<file path="config.mk">
export PLATFORM = sky130hd
export DESIGN_NAME = iq_snap_capture_ctrl_flat
export DESIGN_NICKNAME = d
export VERILOG_FILES = /design/src/rtl/snap_ctrl_pkg.sv /design/src/rtl/iq_snap_capture_ctrl_if.sv /design/src/rtl/iq_snap_capture_ctrl.sv /design/src/flat_wrapper.sv
export SDC_FILE = /design/constraint.sdc
export NUM_CORES = 1
export LEC_CHECK = 0
export ABC_AREA = 1
export CAP_MARGIN = 20
export CORE_UTILIZATION = 44
export DETAILED_ROUTE_END_ITERATION = 6
export PLACE_DENSITY = 0.76
export RECOVER_POWER = 100
export SETUP_SLACK_MARGIN = 0.05
export SLEW_MARGIN = 20
export SYNTH_ARGS = -nofsm -noshare
export SYNTH_HDL_FRONTEND = slang
export SYNTH_SLANG_ARGS = --single-unit
</file>
<file path="constraint.sdc">
create_clock -name clk -period 1.58 [get_ports clk]
set_input_delay 0.395 -clock clk [delete_from_list [all_inputs] [get_ports clk]]
set_output_delay 0.395 -clock clk [all_outputs]
set_load 0.005 [all_outputs]
</file>
<file path="src/rtl/snap_ctrl_pkg.sv">
// Shared definitions for the IQ snapshot capture controller:
// default widths and the controller state encoding.
package snap_ctrl_pkg;

  localparam int ADDR_W_DEF = 10;
  localparam int DATA_W_DEF = 32;

  typedef enum logic [1:0] {
    ST_IDLE    = 2'd0,
    ST_ARMED   = 2'd1,
    ST_CAPTURE = 2'd2,
    ST_DONE    = 2'd3
  } state_e;

endpackage

</file>
<file path="src/rtl/iq_snap_capture_ctrl_if.sv">
// BRAM port-A write bundle between the capture controller (master)
// and the externally instantiated block RAM (slave).
interface iq_snap_capture_ctrl_if #(
  parameter int ADDR_W = snap_ctrl_pkg::ADDR_W_DEF,
  parameter int DATA_W = snap_ctrl_pkg::DATA_W_DEF
);

  logic              bram_we;
  logic              bram_en_a;
  logic [ADDR_W-1:0] bram_addr;
  logic [DATA_W-1:0] bram_wr_data;

  modport master (
    output bram_we,
    output bram_en_a,
    output bram_addr,
    output bram_wr_data
  );

  modport slave (
    input bram_we,
    input bram_en_a,
    input bram_addr,
    input bram_wr_data
  );

endinterface

</file>
<file path="src/rtl/iq_snap_capture_ctrl.sv">
// Arm/trigger snapshot controller: after arm and trigger, streams valid
// IQ samples into BRAM addresses 0..len, one registered write per sample.
module iq_snap_capture_ctrl
  import snap_ctrl_pkg::*;
#(
  parameter int ADDR_W = ADDR_W_DEF,
  parameter int DATA_W = DATA_W_DEF
) (
  input  logic                   clk,
  input  logic                   rst_n,
  input  logic                   arm,
  input  logic                   abort,
  input  logic                   trig,
  input  logic [ADDR_W-1:0]      len,
  input  logic                   din_valid,
  input  logic [DATA_W-1:0]      din,
  iq_snap_capture_ctrl_if.master bram,
  output logic                   busy,
  output logic                   done,
  output logic [ADDR_W:0]        wr_count
);

  localparam logic [ADDR_W:0] CNT_ONE = {{ADDR_W{1'b0}}, 1'b1};

  state_e              r_state;
  state_e              w_next_state;
  logic                w_arm_accept;
  logic                w_wr_fire;
  logic                w_last;

  logic [ADDR_W-1:0]   r_len;
  logic [ADDR_W:0]     r_wr_count;
  logic                r_we;
  logic [ADDR_W-1:0]   r_addr;
  logic [DATA_W-1:0]   r_wr_data;

  // The word count doubles as the next write address; the write that
  // lands on the latched len is the final one.
  assign w_last = (r_wr_count == {1'b0, r_len});

  // NOTE: every combinational output gets a default before the case so
  // that no path leaves it unassigned and infers a latch.
  always_comb begin
    w_next_state = r_state;
    w_arm_accept = 1'b0;
    w_wr_fire    = 1'b0;
    unique case (r_state)
      ST_IDLE, ST_DONE: begin
        if (arm) begin
          w_next_state = ST_ARMED;
          w_arm_accept = 1'b1;
        end
      end
      ST_ARMED: begin
        if (abort)     w_next_state = ST_IDLE;
        else if (trig) w_next_state = ST_CAPTURE;
      end
      ST_CAPTURE: begin
        if (abort) begin
          w_next_state = ST_IDLE;
        end else if (din_valid) begin
          w_wr_fire = 1'b1;
          if (w_last) w_next_state = ST_DONE;
        end
      end
      default: w_next_state = ST_IDLE;
    endcase
  end

  // NOTE: state registers use non-blocking assignments so every flop
  // samples pre-edge values regardless of statement order.
  always_ff @(posedge clk or negedge rst_n) begin
    if (!rst_n) r_state <= ST_IDLE;
    else        r_state <= w_next_state;
  end

  always_ff @(posedge clk or negedge rst_n) begin
    if (!rst_n) begin
      r_len      <= '0;
      r_wr_count <= '0;
      r_we       <= 1'b0;
      r_addr     <= '0;
      r_wr_data  <= '0;
    end else begin
      r_we <= w_wr_fire;
      if (w_arm_accept) begin
        r_len      <= len;
        r_wr_count <= '0;
      end
      // Address and data hold their last value between writes.
      if (w_wr_fire) begin
        r_addr     <= r_wr_count[ADDR_W-1:0];
        r_wr_data  <= din;
        r_wr_count <= r_wr_count + CNT_ONE;
      end
    end
  end

  assign bram.bram_we      = r_we;
  assign bram.bram_en_a    = r_we;
  assign bram.bram_addr    = r_addr;
  assign bram.bram_wr_data = r_wr_data;

  assign busy     = (r_state == ST_ARMED) || (r_state == ST_CAPTURE);
  assign done     = (r_state == ST_DONE);
  assign wr_count = r_wr_count;

endmodule

</file>
<file path="src/flat_wrapper.sv">
// flat-port wrapper written by rule: the top's interface ports become plain ports
module iq_snap_capture_ctrl_flat import snap_ctrl_pkg::*;
#(
  parameter int ADDR_W = ADDR_W_DEF,
  parameter int DATA_W = DATA_W_DEF
)
  (clk, rst_n, arm, abort, trig, len, din_valid, din, busy, done, wr_count, bram_bram_we, bram_bram_en_a, bram_bram_addr, bram_bram_wr_data);
  iq_snap_capture_ctrl_if #(.ADDR_W(ADDR_W), .DATA_W(DATA_W)) bram_i ();
  input  logic clk;
  input  logic rst_n;
  input  logic arm;
  input  logic abort;
  input  logic trig;
  input  logic [ADDR_W-1:0] len;
  input  logic din_valid;
  input  logic [DATA_W-1:0] din;
  output logic busy;
  output logic done;
  output logic [ADDR_W:0] wr_count;
  output wire logic [$bits(bram_i.bram_we)-1:0] bram_bram_we;
  output wire logic [$bits(bram_i.bram_en_a)-1:0] bram_bram_en_a;
  output wire logic [$bits(bram_i.bram_addr)-1:0] bram_bram_addr;
  output wire logic [$bits(bram_i.bram_wr_data)-1:0] bram_bram_wr_data;
  assign bram_bram_we = bram_i.bram_we;
  assign bram_bram_en_a = bram_i.bram_en_a;
  assign bram_bram_addr = bram_i.bram_addr;
  assign bram_bram_wr_data = bram_i.bram_wr_data;
  iq_snap_capture_ctrl #(.ADDR_W(ADDR_W), .DATA_W(DATA_W)) u_core (.clk(clk), .rst_n(rst_n), .arm(arm), .abort(abort), .trig(trig), .len(len), .din_valid(din_valid), .din(din), .bram(bram_i), .busy(busy), .done(done), .wr_count(wr_count));
endmodule
</file>
==> metrics.txt <==
core area 6350 sq um; Clock power frac 20.6%; initial antenna violation count 0; critical path depth 3; register area share after synthesis between 50% and 60%; Max IR drop VDD just over 0.0009 V; synthesized netlist cell count 345; footprint of the multi-input gates between 1000 and 1500 sq um; pre-CTS setup slack -289 ps; Root Buffer clkbuf_8; fin util between 70 and 80%; largest buffer count on any clock path 2; Final period util 99.0%; Setup crit end kind output port; Synth Area in XOR/XNOR 0%; vias per inst ~5; Iteration-0 DRC Markers 96; worst hold path type in -> async; Critical Path Start Type flop; Pwr Density around 1400 nW/um^2; CTS tree built; Pre-antenna DRT Iters 4; placed cell count ~530; synthesized area about 2900 sq um; full die area roughly 6900 sq um; fin worst setup slack 15.7 ps; Synth Area in Compound Gates slightly above 7%; global-route wire length before repair 12400 um; CP cell instances ha_4 > inv_2 > buf_6; Power Total between 6 and 7 mW; H-Tree Depth 3; Worst path top cell family by delay flip-flops; DRT antenna net count 0; CP bufs+invs 2; number of cell rows 29; Post-synth EDFFs 0; nets about 550; max-cap violations 0; clk sinks 66; crit path max fanout 2; max-slew violation count 0; Layout area overhead 58.7%; f_max approximately 640 MHz; GP Congestion around 0.83; # DRC 0; DR vias 2798; final hold vios 0; list of most frequent post-synthesis cells nand2_1 (160), dfrtp_1 (66), inv_1 (29), o21ai_0 (13), o21ai_1 (13); WL/cell 13.9 um; Initial Util ~45%; most frequent cell after synthesis nand2_1; Leak between 2 and 2.5 nW; delay of the slowest critical-path stage approximately 420 ps; Seq. cell area between 1500 and 2000 sq um; placed inst area roughly 4100 sq um; I/O pin cnt around 110; die width 83.0 um; fillers approximately 500; syn avg cell area roughly 8.4 sq um; Internal roughly 4.5 mW; largest net degree at the start of global routing between 60 and 70; share of layout cells above drive strength 1 19.1%; IO Port Bufs roughly 100; clk slew on worst S/H paths 60 ps; ant diodes 0; sequential cell fraction of total power approximately 40%; CP arrival about 1200 ps; gr ovfl total 0; combinational share of power between 30% and 40%; RSZ-0062 raised after global routing true; GRT Util Overall between 20% and 30%; endpoints failing setup 0; fin cells ~570; Synth cell types 26; TritonCTS Buffers 9; largest family of logic cells by synthesized area simple AND/OR/NAND/NOR gates; Sw Ratio around a third; Yosys warning count 0; run status completed; top post-synthesis cells by area dfrtp_1 (57%), nand2_1 (21%), inv_1 (3.8%); asr flop ratio synth between 90% and 100%; Worst EP required between 1000 and 1500 ps; mux cell area share after synthesis 0%; worst slew pin tran 895 ps; drt total wl approximately 8000 um; top_reg_cell synth dfrtp_1; flops & latches, synth 66; R2R setup slack 30 ps; Final HPWL DP approximately 5200 um; Clock Skews 7.99 ps; post-synth top area share roughly 57%; Crit Path Class reg -> out; Net Count, Synth slightly below 400; # hold bufs at CTS 0; vias in the first global route 2706; cells on worst reg2reg path 8; Final min period around 1600 ps; Post-Synth Adder-Cell Area approximately 1.7%; critical path's slowest cell dfrtp_1; post-synth top area cell dfrtp_1; Switch Pwr around 2.1 mW; post-synthesis simple-gate area fraction 26.7%; worst-skew pair later-pin latency around 330 ps; Vert. Die Dim roughly 83 um; Slew HR 40.3%; final instance area 4580 sq um
logic make-up after synthesis:
kind of cell	after synthesis
buf+inv	46
simple gates	191
flops	66
compound gates	38
fa+ha+maj	4
what timing repair did:
| item | 4_1_cts | 5_1_grt |
|---|---|---|
| pin swaps | 7 | 9 |
| resized for setup | 75 | 22 |
| gates cloned | 0 | 2 |
| endpoints found under the setup margin | 58 | 48 |
| buffers inserted | 20 | 6 |
flip-flops by register name (all words and copies together) (netlist names):
register and count:
u_core.bram.bram_addr 10, u_core.bram.bram_en_a 1, u_core.bram.bram_wr_data 32, u_core.r_len 10, u_core.r_state 2, u_core.wr_count 11
stage by stage:
step,hold WS [ps],TNS (ps)
after floorplan,99.4,0
after global placement,436,-9290
after detailed placement,438,-10790
after CTS,74.3,-50.3
after global routing,375,-113
final,301,0
worst register-to-register path, stage by stage, from the launching register on:
cell and delay [ps]:
dfrtp_1 420, ha_4 290, inv_2 40, buf_4 120
buf_6 110, buf_6 100, o32a_1 190, nand3_1 120
nand2_2 60
power by group through the flow:
stage | logic [mW] | clock network [mW] | registers (mW)
6_report | 2.61 | 1.36 | 2.61
5_1_grt | 2.88 | 1.48 | 2.68
4_1_cts | 2.43 | 1.40 | 2.60
3_5_place_dp | 2.51 | 0 | 2.64
3_3_place_gp | 2.42 | 0 | 2.64
2_1_floorplan | 0.950 | 0 | 2.66
worst paths after layout:
kind,start,to
worst max register to register,u_core.r_state[1]$_DFFE_PN0P_,u_core.r_state[1]$_DFFE_PN0P_
worst max-delay path,u_core.r_state[1]$_DFFE_PN0P_,busy
min in group clk,u_core.bram.bram_wr_data[22]$_DFFE_PN0P_,u_core.bram.bram_wr_data[22]$_DFFE_PN0P_
max in group asynchronous,rst_n,u_core.wr_count[3]$_DFFE_PN0P_
worst min register to register,u_core.bram.bram_wr_data[22]$_DFFE_PN0P_,u_core.bram.bram_wr_data[22]$_DFFE_PN0P_
worst min-delay path,rst_n,u_core.r_state[0]$_DFFE_PN0P_
layout make-up:
| cell class | instances | area share [%] |
|---|---|---|
| Clock buffer | 12 | 3.17 |
| Clock inverter | 3 | 0.873 |
| Inverter | 34 | 2.95 |
| Multi-Input combinational cell | 233 | 24.0 |
| Sequential cell | 66 | 36.2 |
| Tap cell | 77 | 2.10 |
| Timing Repair Buffer | 149 | 30.8 |
cells in the final DEF, fill, tap and decap left out, types with 4 or more instances in the layout:
cell	netlist	routed
a21oi_1	6	5
buf_12	0	4
buf_4	3	34
buf_6	2	7
clkbuf_8	0	10
clkdlybuf4s50_1	0	46
dfrtp_1	66	61
dfrtp_2	0	5
dlygate4sd2_1	0	54
inv_1	29	26
inv_2	5	6
nand2_1	160	158
nand2_2	5	6
nand3_1	7	5
nor2_1	12	9
o21ai_0	13	13
o21ai_1	13	13
routing by layer:
metal / wire length, um / up-vias / track usage (%)
met5: 0 / - / 0
met4: 187 / 0 / 10.0
met3: 332 / 17 / 4.08
met2: 4060 / 85 / 38.1
met1: 3410 / 1331 / 28.9
li1: - / 1365 / -
Power figures use the tool's default switching activity.
